==> src/rtl/vga_frame_sequencer.sv <==
// vga_frame_sequencer
//   Frame-animation controller for the VGA display path. Produces the frame
//   index that selects the VRAM bank feeding the pixel pipeline. A period
//   timer (or a manual step while paused) raises a pending advance. That
//   advance is only applied on frame_start (start of vertical blank), so a
//   bank switch never tears mid-frame.
//
// Ports
//   pclk        pixel clock
//   rstn        asynchronous active-low reset
//   en          play enable; low forces IDLE and frame 0
//   mode        00 loop, 01 ping-pong, 10 one-shot, 11 loop
//   pause       level; freezes the period timer
//   step        one-cycle pulse; requests one advance while paused
//   period      pclk cycles per frame (0 behaves as 1)
//   frame_start one-cycle pulse at start of vertical blank
//   frame_sel   current frame index (0..N_FRAMES-1)
//   dir         ping-pong direction, 1 = descending
//   wrap        one-cycle pulse when a lap completes
//   done        sticky one-shot completion flag
module vga_frame_sequencer #(
    parameter int N_FRAMES = 10,
    parameter int FW       = 4,
    parameter int TW       = 26
) (
    input  logic          pclk,
    input  logic          rstn,
    input  logic          en,
    input  logic [1:0]    mode,
    input  logic          pause,
    input  logic          step,
    input  logic [TW-1:0] period,
    input  logic          frame_start,
    output logic [FW-1:0] frame_sel,
    output logic          dir,
    output logic          wrap,
    output logic          done
);

    typedef enum logic [1:0] {
        S_IDLE,
        S_PLAY,
        S_PAUSED,
        S_DONE
    } state_t;

    localparam logic [FW-1:0] LAST      = FW'(N_FRAMES - 1);
    // Turn-around target for ping-pong. It is unused when N_FRAMES == 1,
    // because that case is handled separately.
    localparam logic [FW-1:0] PREV_LAST = (N_FRAMES > 1) ? FW'(N_FRAMES - 2) : '0;

    state_t        state_q,   state_d;
    logic [FW-1:0] frame_q,   frame_d;
    logic          dir_q,     dir_d;
    logic          wrap_q,    wrap_d;
    logic          done_q,    done_d;
    logic [TW-1:0] timer_q,   timer_d;
    logic          pending_q, pending_d;

    logic [TW-1:0] eff_m1;
    logic          expire;
    logic          step_req;
    logic          apply;

    always_comb begin
        state_d   = state_q;
        frame_d   = frame_q;
        dir_d     = dir_q;
        wrap_d    = 1'b0;
        done_d    = done_q;
        timer_d   = timer_q;
        pending_d = pending_q;
        expire    = 1'b0;
        step_req  = 1'b0;
        apply     = 1'b0;

        // A zero period behaves like a period of one, so it expires every cycle.
        eff_m1 = (period == '0) ? '0 : period - TW'(1);

        if (!en) begin
            state_d   = S_IDLE;
            frame_d   = '0;
            dir_d     = 1'b0;
            done_d    = 1'b0;
            timer_d   = '0;
            pending_d = 1'b0;
        end else begin
            case (state_q)
                S_IDLE: begin
                    state_d   = pause ? S_PAUSED : S_PLAY;
                    timer_d   = '0;
                    pending_d = 1'b0;
                end
                S_PLAY, S_PAUSED: begin
                    state_d = pause ? S_PAUSED : S_PLAY;

                    // The ">=" comparison makes a lowered period expire on
                    // the very next cycle instead of wrapping the counter.
                    if (state_q == S_PLAY) begin
                        if (timer_q >= eff_m1) begin
                            timer_d = '0;
                            expire  = 1'b1;
                        end else begin
                            timer_d = timer_q + TW'(1);
                        end
                    end

                    step_req = (state_q == S_PAUSED) && step;
                    apply    = pending_q && frame_start;

                    // Requests collapse into one pending flag. A request that
                    // arrives in the same cycle as an application re-arms the
                    // flag, so it is not lost.
                    pending_d = (pending_q && !apply) || expire || step_req;

                    if (apply) begin
                        case (mode)
                            2'b01: begin
                                if (N_FRAMES == 1) begin
                                    frame_d = '0;
                                    dir_d   = 1'b0;
                                    wrap_d  = 1'b1;
                                end else if (!dir_q) begin
                                    if (frame_q == LAST) begin
                                        frame_d = PREV_LAST;
                                        dir_d   = 1'b1;
                                    end else begin
                                        frame_d = frame_q + FW'(1);
                                    end
                                end else begin
                                    if (frame_q == '0) begin
                                        frame_d = FW'(1);
                                        dir_d   = 1'b0;
                                        wrap_d  = 1'b1;
                                    end else begin
                                        frame_d = frame_q - FW'(1);
                                    end
                                end
                            end
                            2'b10: begin
                                dir_d = 1'b0;
                                if (frame_q == LAST) begin
                                    wrap_d  = 1'b1;
                                    done_d  = 1'b1;
                                    state_d = S_DONE;
                                end else begin
                                    frame_d = frame_q + FW'(1);
                                end
                            end
                            default: begin
                                dir_d = 1'b0;
                                if (frame_q == LAST) begin
                                    frame_d = '0;
                                    wrap_d  = 1'b1;
                                end else begin
                                    frame_d = frame_q + FW'(1);
                                end
                            end
                        endcase
                    end
                end
                default: begin
                    // DONE holds the last frame until en drops.
                    state_d   = S_DONE;
                    pending_d = 1'b0;
                end
            endcase
        end
    end

    always_ff @(posedge pclk or negedge rstn) begin
        if (!rstn) begin
            state_q   <= S_IDLE;
            frame_q   <= '0;
            dir_q     <= 1'b0;
            wrap_q    <= 1'b0;
            done_q    <= 1'b0;
            timer_q   <= '0;
            pending_q <= 1'b0;
        end else begin
            state_q   <= state_d;
            frame_q   <= frame_d;
            dir_q     <= dir_d;
            wrap_q    <= wrap_d;
            done_q    <= done_d;
            timer_q   <= timer_d;
            pending_q <= pending_d;
        end
    end

    assign frame_sel = frame_q;
    assign dir       = dir_q;
    assign wrap      = wrap_q;
    assign done      = done_q;

endmodule

==> config.mk <==
export PLATFORM = sky130hd
export DESIGN_NAME = vga_frame_sequencer
export DESIGN_NICKNAME = d
export VERILOG_FILES = /design/src/rtl/vga_frame_sequencer.sv
export SDC_FILE = /design/constraint.sdc
export NUM_CORES = 1
export LEC_CHECK = 0
export ABC_AREA = 1
export CORE_UTILIZATION = 53
export DETAILED_ROUTE_END_ITERATION = 10
export HOLD_SLACK_MARGIN = 0.03
export PLACE_DENSITY = 0.76
export SYNTH_ARGS = -nofsm -noshare
export SYNTH_HDL_FRONTEND = slang
export SYNTH_SLANG_ARGS = --single-unit
==> constraint.sdc <==
create_clock -name pclk -period 2 [get_ports pclk]
set_clock_uncertainty 0.15 [all_clocks]
set_input_delay 0.2 -clock pclk [delete_from_list [all_inputs] [get_ports pclk]]
set_output_delay 0.2 -clock pclk [all_outputs]
set_load 0.1 [all_outputs]
==> reports/qor.yml, run 1 <==
final_cell_mix: "nand2_1 (157), buf_4 (104), inv_1 (64)"
crit_required_ns: 2.04
fill_cells: 460
r2r-start: "timer_q[9]"
arrival_ns: 2.75
relSlewSlack_pct: 67.7
leakagePower_nw: 2.93
dr.first_iter.drc_count: 262
worst_setup_path_start_kind: "input port"
grt_pass1_wl_mm: 21.1
violations: "setup timing"
yosys_warnings: 0
numCtsBuffers: 5
synth_area_sq_um: 3970
dpl.hpwl_mm: 9.12
firstDrtPassIters: 5
drc: 0
initial_utilization_pct: 54.8
overflow: 0
synth_fp_nets: 690
ctsLongestPathBuffers: 2
hold-worst-slack_ns: 0.180
yosys.cell_types.count: 38
finalHoldViolations: 0
worst_setup_path_end_kind: "flop"
p_per_area_nw_per_um2: 319
fin_crit_sh_pct: 136
yosysSeqAreaShare_pct: 22.7
insertion_delay_ns: 0.30
grt_pass1_vias: 4624
ys_ff_latch: 36
multiInputGateArea_sq_um: 3200
max_cap_viol_count: 0
wl_mm: 13.5
slew_violations: 0
wl_met1_mm: 5.30
met3WireLength_microns: 901
pin_count: 41
route.met2.wl_mm: 6.95
dieHeight_microns: 88.6
io_buffers: 40
min_path_type: "in -> async"
slowest_delay_ns: 0.32
status: "finished with violations"
highest_layer: "met4"
period_minus_slack_ns: 2.71
worst_slew_pin_slew_ns: 0.485
wl_per_cell_microns: 15.6
die_area_sq_um: 7840
cts-root-buf: "clkbuf_8"
cts_sinks: 36
ir_worst_vdd_v: 0.000352
fp.dieW_microns: 88.6
layout_commonest_cell: "nand2_1"
crit_path_top_delay_cell: "ha_1"
area.sequential_sq_um: 907
viasPerCell: 5.48
vias: 4748
diodes: 0
grt_max_degree: 37
crit_fanout: 5
fmax_mhz: 369
area_growth_pct: 49.0
drive_gt1_share_pct: 36.1
hold_buffers: 0
crit_chain: "buf_8, inv_12, ha_4, nand2_4, nor2_4, nand2_2, nor2_4, nand2_2, o21bai_1, nand3_1, ha_1, nand4_1, nor2_2, nand3b_1, nor2_2, nor2_4, buf_6, buf_16, nand3_2, nand2_1"
antenna_found_initial: 0
fin_nets: 839
cpMostUsedCell: "nor2_4"
syn-instance-count: 618
syn_area_per_cell_sq_um: 6.43
crit_start: "period[1]"
instances_no_fill: 867
coreArea_sq_um: 7250
gp_congestion: 0.959
std_cell_rows: 31
grtUsageTotal_pct: 34.8
ant_nets: 0
post-place-cells: 830
setup_tns_ns: -18.20
crit_type: "in -> reg"
clk_pin_slew_ns: 0.08
htree_levels: 2
cts_tree: "yes"
setup_ws_ns: -0.713
setup_viol: 27
rsz0062_at_grt: "true"
finalPower_w: 0.00189
==> critical path: cells and delay by family <==
| family | cells | cell delay [ns] |
|---|---|---|
| simple gates | 13 | 1.48 |
| fa+ha+maj | 2 | 0.45 |
| compound gates | 1 | 0.18 |
| buf+inv | 4 | 0.42 |
==> report_power, final <==
part,leakage [nW],switching (W),internal [W]
clock,0.0552,0.000279,0.000370
combinational,2.39,0.000269,0.000232
sequential,0.493,0.00000456,0.000732
total,2.93,0.000552,0.00133
==> final timing paths <==
path / end / slack, ns / depth (start not counted)
setup / recovery: timer_q[8] / -0.71 / 20
hold / removal: timer_q[0] / 0.18 / 2
setup reg to reg: timer_q[8] / -0.16 / 12
hold reg to reg: done / 0.38 / 2
max in group asynchronous: frame_sel[2] / 1.16 / 2
min in group pclk: done / 0.38 / 2
==> cell usage after synthesis <==
| cell | instances | share of area [%] |
|---|---|---|
| clkinv_2 | 2 | 0.25 |
| o21ai_0 | 14 | 1.8 |
| xnor2_1 | 6 | 1.3 |
| xor2_1 | 16 | 3.5 |
| inv_1 | 75 | 7.1 |
| buf_6 | 2 | 0.57 |
| mux2i_1 | 1 | 0.25 |
| nor2_2 | 7 | 1.1 |
| nand3_1 | 65 | 8.2 |
| a211oi_1 | 1 | 0.19 |
| buf_2 | 4 | 0.50 |
| dfrtp_1 | 36 | 23 |
| nand2_1 | 172 | 16 |
| or2_1 | 3 | 0.47 |
| o31ai_1 | 1 | 0.19 |
| a2bb2oi_1 | 1 | 0.22 |
| o21ai_2 | 4 | 0.88 |
| nor3_2 | 1 | 0.25 |
| o32ai_1 | 1 | 0.22 |
| a21oi_2 | 1 | 0.22 |
| nand4_2 | 1 | 0.32 |
| or2_2 | 9 | 1.4 |
| nand3b_1 | 4 | 0.76 |
| a21o_1 | 2 | 0.38 |
| a21oi_1 | 29 | 3.7 |
| nor3_1 | 6 | 0.76 |
| nor2_4 | 8 | 2.3 |
| nand4_1 | 7 | 1.1 |
| ha_1 | 38 | 12 |
| nand2_2 | 7 | 1.1 |
| o21bai_1 | 3 | 0.57 |
| clkinv_4 | 1 | 0.22 |
| nor2_1 | 82 | 7.8 |
| and2_2 | 1 | 0.19 |
| o211ai_1 | 1 | 0.19 |
| o21ai_1 | 3 | 0.38 |
| a22oi_1 | 2 | 0.38 |
| nand3_4 | 1 | 0.44 |
==> per-stage QoR <==
step           utilization [%]  instance area [sq um]  worst slack (ns)
5_1_grt                   81.6                   5920            -0.822
6_report                  81.6                   5920            -0.713
4_1_cts                   80.0                   5800            -0.593
2_1_floorplan                -                   4080            -0.465
3_5_place_dp              71.1                   5160             -1.33
3_3_place_gp              71.1                   5160             -1.22
==> registers in the layout, indices dropped and copies added (netlist names) <==
register / flops
dir: 1
done: 1
frame_sel: 4
pending_q: 1
state_q: 2
timer_q: 26
wrap: 1
==> routing by layer <==
metal	track usage, %	vias up
met1	41.3	2231
met3	6.62	41
met4	14.4	0
met5	0	-
li1	-	2288
met2	61.5	188
==> logic make-up (layout without fill, tap and decap cells) <==
logic type | count (synthesis) | after routing | share of synthesized area (%)
muxes | 1 | 1 | 0.252
AOI/OAI and AO/OA | 63 | 63 | 9.23
DFF | 36 | 36 | 22.7
and+or+nand+nor | 374 | 374 | 42.4
adders and majority gates | 38 | 38 | 12.0
xor gates and xnor gates | 22 | 22 | 4.85
buffers and inverters | 84 | 234 | 8.63
==> final cells by class <==
type | count | area share (%)
repair inverters | 1 | 0.148
repair buffers | 147 | 21.0
multi-input cells | 498 | 54.1
flip-flops and latches | 36 | 15.3
inverters | 78 | 5.50
clock inverters | 2 | 0.592
well taps | 99 | 2.09
clock buffers | 6 | 1.23
==> timing repair <==
item                                   4_1_cts  5_1_grt
setup endpoints to repair                   27       28
buffers inserted                            22        4
gates cloned                                 5        0
gates resized for setup                    151       49
endpoints found under the hold margin        0        0
pin swaps                                   60       51
(Power assumes the default switching activity.)
==> run 2: changes to the inputs <==
CORE_UTILIZATION = 59   (was 53)
PLACE_DENSITY = 0.8   (was 0.76)
clock period = 2.7 ns   (was 2 ns; I/O delays follow)
==> run 2 against run 1 <==
The run ends with DRC, setup timing left; critical path depth rose by 2; clock power fell by 37%; total power fell by 30%; sequential share of layout area rose by 0.67 points; worst hold slack improved by 0.079 ns; largest power group unchanged.
==> reports/qor.yml, run 2 (same netlist as run 1, synthesis figures left out) <==
internal_power_w: 0.000913
critPathBufInv: 6
crit_type: "in -> reg"
violations: "DRC, setup timing"
cts_tree: "yes"
crit_required_ns: 2.78
numCtsBuffers: 5
critical_path_depth: 22
worst_setup_path_end_kind: "flop"
finalPower_w: 0.00132
wl_per_cell_microns: 18.9
clk_pin_slew_ns: 0.07
dr.first_iter.drc_count: 642
wl_mm: 15.7
reg2reg_depth: 12
crit_family: "simple AND/OR/NAND/NOR gates"
dpl.hpwl_mm: 8.44
final_core_util_pct: 87.7
power.share.clock_pct: 30.8
final_cell_mix: "nand2_1 (163), buf_4 (87), inv_1 (64), nor2_1 (64), nand3_1 (40)"
cts-root-buf: "clkbuf_8"
antenna_found_initial: 0
grt_max_degree: 37
period_minus_slack_ns: 3.00
relSlewSlack_pct: 68.6
fin_nets: 823
insertion_delay_ns: 0.30
fp.dieW_microns: 84.0
pwr-share-seq_pct: 41.4
crit_fanout: 5
layout_commonest_cell: "nand2_1"
leakagePower_nw: 2.82
pin_count: 41
die_area_sq_um: 7060
largest_register: "timer_q"
setup_ws_ns: -0.295
crit_path_top_delay_cell: "ha_1"
diodes: 0
crit_chain: "buf_2, nor2_2, nand2_2, nor2_4, nand2_2, nor2_4, buf_4, nand4_4, buf_4, nand3_1, ha_1, nand2_1, inv_1, nand2_1, a21oi_1, nor2_2, nand3_4, buf_6, nor2_4, buf_4, nand3_2, nand2_1"
ctsLongestPathBuffers: 2
multiInputGateArea_sq_um: 3130
vias: 5158
ant_nets: 0
setup_viol: 27
worst_slew_pin_slew_ns: 0.471
fmax_mhz: 334
dieHeight_microns: 84.0
coreArea_sq_um: 6420
fill_cells: 333
drc: 3
cts_sinks: 36
p_per_area_nw_per_um2: 234
gp_congestion: 0.948
grt_pass1_vias: 4832
setup_tns_ns: -5.60
slowest_delay_ns: 0.26
fin_crit_sh_pct: 111
arrival_ns: 3.08
overflow: 0
htree_levels: 2
area.sequential_sq_um: 901
drive_gt1_share_pct: 32.3
viasPerCell: 6.22
area_growth_pct: 41.8
combPwrFrac_pct: 27.8
finalHoldViolations: 0
ir_worst_vdd_v: 0.000240
largest_register_ff_count: 26
initial_utilization_pct: 61.8
grt_pass1_wl_mm: 22.1
min_path_type: "in -> async"
io_buffers: 40
firstDrtPassIters: 11
worst_setup_path_start_kind: "input port"
slew_violations: 0
std_cell_rows: 29
grtUsageTotal_pct: 38.8
rsz0062_at_grt: "true"
switching_power_w: 0.000407
p_sw_share_pct: 30.9
max_cap_viol_count: 0
status: "finished with violations"
-- run 2: power groups by stage --
| stage | registers [W] | clock network [W] | logic (W) |
|---|---|---|---|
| 5_1_grt | 0.000547 | 0.000427 | 0.000393 |
| 4_1_cts | 0.000547 | 0.000398 | 0.000321 |
| 3_3_place_gp | 0.000557 | 0 | 0.000284 |
| 3_5_place_dp | 0.000557 | 0 | 0.000296 |
| 2_1_floorplan | 0.000557 | 0 | 0.000137 |
| 6_report | 0.000547 | 0.000407 | 0.000367 |
-- run 2: worst register-to-register path: stages (launching register included) --
cell and delay, ns:
dfrtp_1 0.49, ha_1 0.37, nand2_1 0.10, nor2_2 0.18, inv_1 0.09, nor2_1 0.10
nand3_1 0.14, nand3_4 0.13, buf_6 0.11, nor2_4 0.04, buf_4 0.15, nand3_2 0.07
nand2_1 0.07
-- run 2: layout make-up --
| class | count | share of cell area (%) |
|---|---|---|
| clock buffers | 8 | 1.60 |
| inverters | 78 | 5.64 |
| multi-input cells | 499 | 55.6 |
| flip-flops and latches | 36 | 16.0 |
| well taps | 77 | 1.71 |
| repair buffers | 131 | 19.4 |
-- run 2: worst paths after layout --
check	start	endpoint	slack [ns]
worst max register to register	timer_q[9]	timer_q[4]	0.39
worst min register to register	done	done	0.37
worst min-delay path	rstn	state_q[1]	0.26
min in group pclk	done	done	0.37
max in group asynchronous	rstn	timer_q[23]	1.80
worst max-delay path	period[5]	timer_q[4]	-0.30
-- run 2: stage by stage --
step	std cells	instance area, sq um	setup WS, ns	hold WS (ns)
global route	829	5630	-0.428	0.297
detailed placement	784	4830	-1.03	0.364
global placement	784	4830	-0.844	0.357
finish	829	5630	-0.295	0.259
floorplan	618	3970	0.0257	-0.176
CTS	822	5460	0.00175	0.291
-- run 2: repair_timing --
action	4_1_cts	5_1_grt
setup buffers	28	9
hold buffers	0	0
resized for setup	160	48
endpoints found under the hold margin	0	0
pin swaps	52	41
endpoints found under the setup margin	27	27
gates cloned	2	0
-- run 2: per-layer routing --
metal | GRT usage, % | vias up | wire length, microns
met5 | 0 | - | 0
met4 | 19.6 | 0 | 1180
met3 | 7.72 | 149 | 1600
met2 | 64.7 | 394 | 7210
met1 | 47.6 | 2359 | 5680
li1 | - | 2256 | -
==> run 3: changes to the inputs <==
CORE_UTILIZATION = 60   (was 59)
CTS_BUF_LIST = sky130_fd_sc_hd__clkbuf_2 sky130_fd_sc_hd__clkbuf_4 sky130_fd_sc_hd__clkbuf_8   (was unset)
MAX_ROUTING_LAYER = met4   (was unset)
PLACE_DENSITY = 0.82   (was 0.8)
==> run 3 against run 2 <==
The run ends with setup timing left; global-route usage decreased by 0.79 points; flip-flop and latch count unchanged; critical path depth decreased by 1; worst setup slack improved by 0.040 ns; worst hold slack got worse by 0.033 ns; fmax increased by 1.3%; sequential power about the same; largest power group unchanged; non-clock buffer count decreased by 4; cell count decreased by 0.36%; sequential share of layout area decreased by 0.20 points; largest cell class unchanged; total power increased by 12%.
==> reports/qor.yml, run 3 (same netlist as run 1, synthesis figures left out) <==
dpl.hpwl_mm: 8.64
overflow: 0
ctsLongestPathBuffers: 2
crit_required_ns: 2.75
grt_pass1_vias: 4463
ir_worst_vdd_v: 0.000380
area_growth_pct: 43.6
post-place-cells: 787
slew_violations: 0
largest_register_ff_count: 26
fin_crit_sh_pct: 109
drc: 0
grt_max_degree: 37
leakagePower_nw: 2.80
combPwrFrac_pct: 26.0
dr.first_iter.drc_count: 587
fin_nets: 820
drive_gt1_share_pct: 33.1
layout_commonest_cell: "nand2_1"
p_per_area_nw_per_um2: 258
setup_tns_ns: -6.19
antenna_found_initial: 0
largest_register: "timer_q"
pin_count: 41
firstDrtPassIters: 5
coreArea_sq_um: 6390
std_cell_rows: 29
cts-root-buf: "clkbuf_8"
crit_fanout: 6
crit_start: "period[2]"
initial_utilization_pct: 62.2
numCtsBuffers: 5
p_sw_share_pct: 29.7
grt_pass1_wl_mm: 20.8
period_minus_slack_ns: 2.96
pwr-share-seq_pct: 37.1
rsz0062_at_grt: "true"
cts_sinks: 36
grtUsageTotal_pct: 38.1
postLayoutCellArea_sq_um: 5700
r2r-start: "timer_q[9]"
insertion_delay_ns: 0.30
power.share.clock_pct: 36.9
max_cap_viol_count: 0
viasPerCell: 6.35
fmax_mhz: 338
min_path_type: "in -> async"
htree_levels: 2
status: "finished with violations"
vias: 5246
worst_setup_path_end_kind: "flop"
instances_no_fill: 826
arrival_ns: 3.00
ant_nets: 0
die_area_sq_um: 6950
worst_slew_pin_slew_ns: 0.466
setup_ws_ns: -0.256
switching_power_w: 0.000437
dieHeight_microns: 83.4
setup_viol: 27
finalHoldViolations: 0
fp.dieW_microns: 83.4
placed_area_sq_um: 4860
worst_setup_path_start_kind: "input port"
crit_type: "in -> reg"
io_buffers: 40
clk_pin_slew_ns: 0.09
relSlewSlack_pct: 68.9
final_cell_mix: "nand2_1 (155), buf_4 (84), inv_1 (67)"
wl_per_cell_microns: 19.8
gp_congestion: 0.956
internal_power_w: 0.00104
cts_tree: "yes"
diodes: 0
wl_mm: 16.4
violations: "setup timing"
==> run 3: layout make-up <==
type | instances | area (sq um)
Clock buffer | 7 | 96.3
Clock inverter | 1 | 30.0
Fill cell | 286 | 684
Inverter | 78 | 318
Multi-Input combinational cell | 499 | 3200
Sequential cell | 36 | 901
Tap cell | 77 | 96.3
Timing Repair Buffer | 127 | 1050
Timing Repair inverter | 1 | 8.76
==> run 3: metrics by stage <==
step	hold WS, ns	setup WS [ns]	total power [W]	util [%]
after floorplan	-0.176	0.0257	0.000694	-
after global placement	0.359	-0.875	0.000842	76.0
after detailed placement	0.366	-0.982	0.000853	76.0
after CTS	0.250	0.000992	0.00139	83.5
after global routing	0.296	-0.365	0.00151	89.3
final	0.226	-0.256	0.00147	89.3
==> run 3: critical path, cell delays in order <==
cell     delay, ns
buf_2         0.15
nor2_4        0.05
buf_4         0.13
buf_4         0.12
buf_4         0.12
buf_4         0.12
buf_4         0.12
nand3_1       0.07
xnor2_1       0.14
nand2_1       0.12
ha_1          0.31
nand2_1       0.07
nor2_1        0.19
inv_1         0.12
nor2_1        0.18
nand3_1       0.18
nand3_4       0.17
nor2_4        0.06
buf_6         0.14
nand3_1       0.08
nand2_1       0.07
==> run 3: timing repair <==
action                     CTS  global route
pin swaps                   44            56
hold buffers                 0             0
setup endpoints to repair   27            27
resized for setup          127            87
setup buffers               18            12
gates cloned                 2             0
==> run 3: power groups by stage <==
stage | sequential [W] | combinational (W) | clock [W]
after floorplan | 0.000557 | 0.000137 | 0
after global placement | 0.000557 | 0.000285 | 0
after detailed placement | 0.000557 | 0.000296 | 0
after CTS | 0.000546 | 0.000312 | 0.000530
after global routing | 0.000547 | 0.000408 | 0.000553
final | 0.000547 | 0.000383 | 0.000543
==> run 3: metal layers <==
layer | part of all wire (%) | up-vias | GRT usage, % | wire [microns]
met3 | 11 | 157 | 5.27 | 1750
met5 | 0 | - | - | 0
met2 | 46 | 426 | 61.5 | 7470
met4 | 7.7 | 0 | 12.1 | 1260
li1 | - | 2244 | - | -
met1 | 36 | 2419 | 49.3 | 5860
==> run 3: path summary, 6_finish.rpt <==
check | to | slack, ns | cells after the start
setup / recovery | timer_q[13] | -0.26 | 21
hold / removal | timer_q[5] | 0.23 | 2
setup reg to reg | timer_q[13] | 0.28 | 11
hold reg to reg | done | 0.39 | 2
max in group asynchronous | timer_q[19] | 1.82 | 2
min in group pclk | done | 0.39 | 2
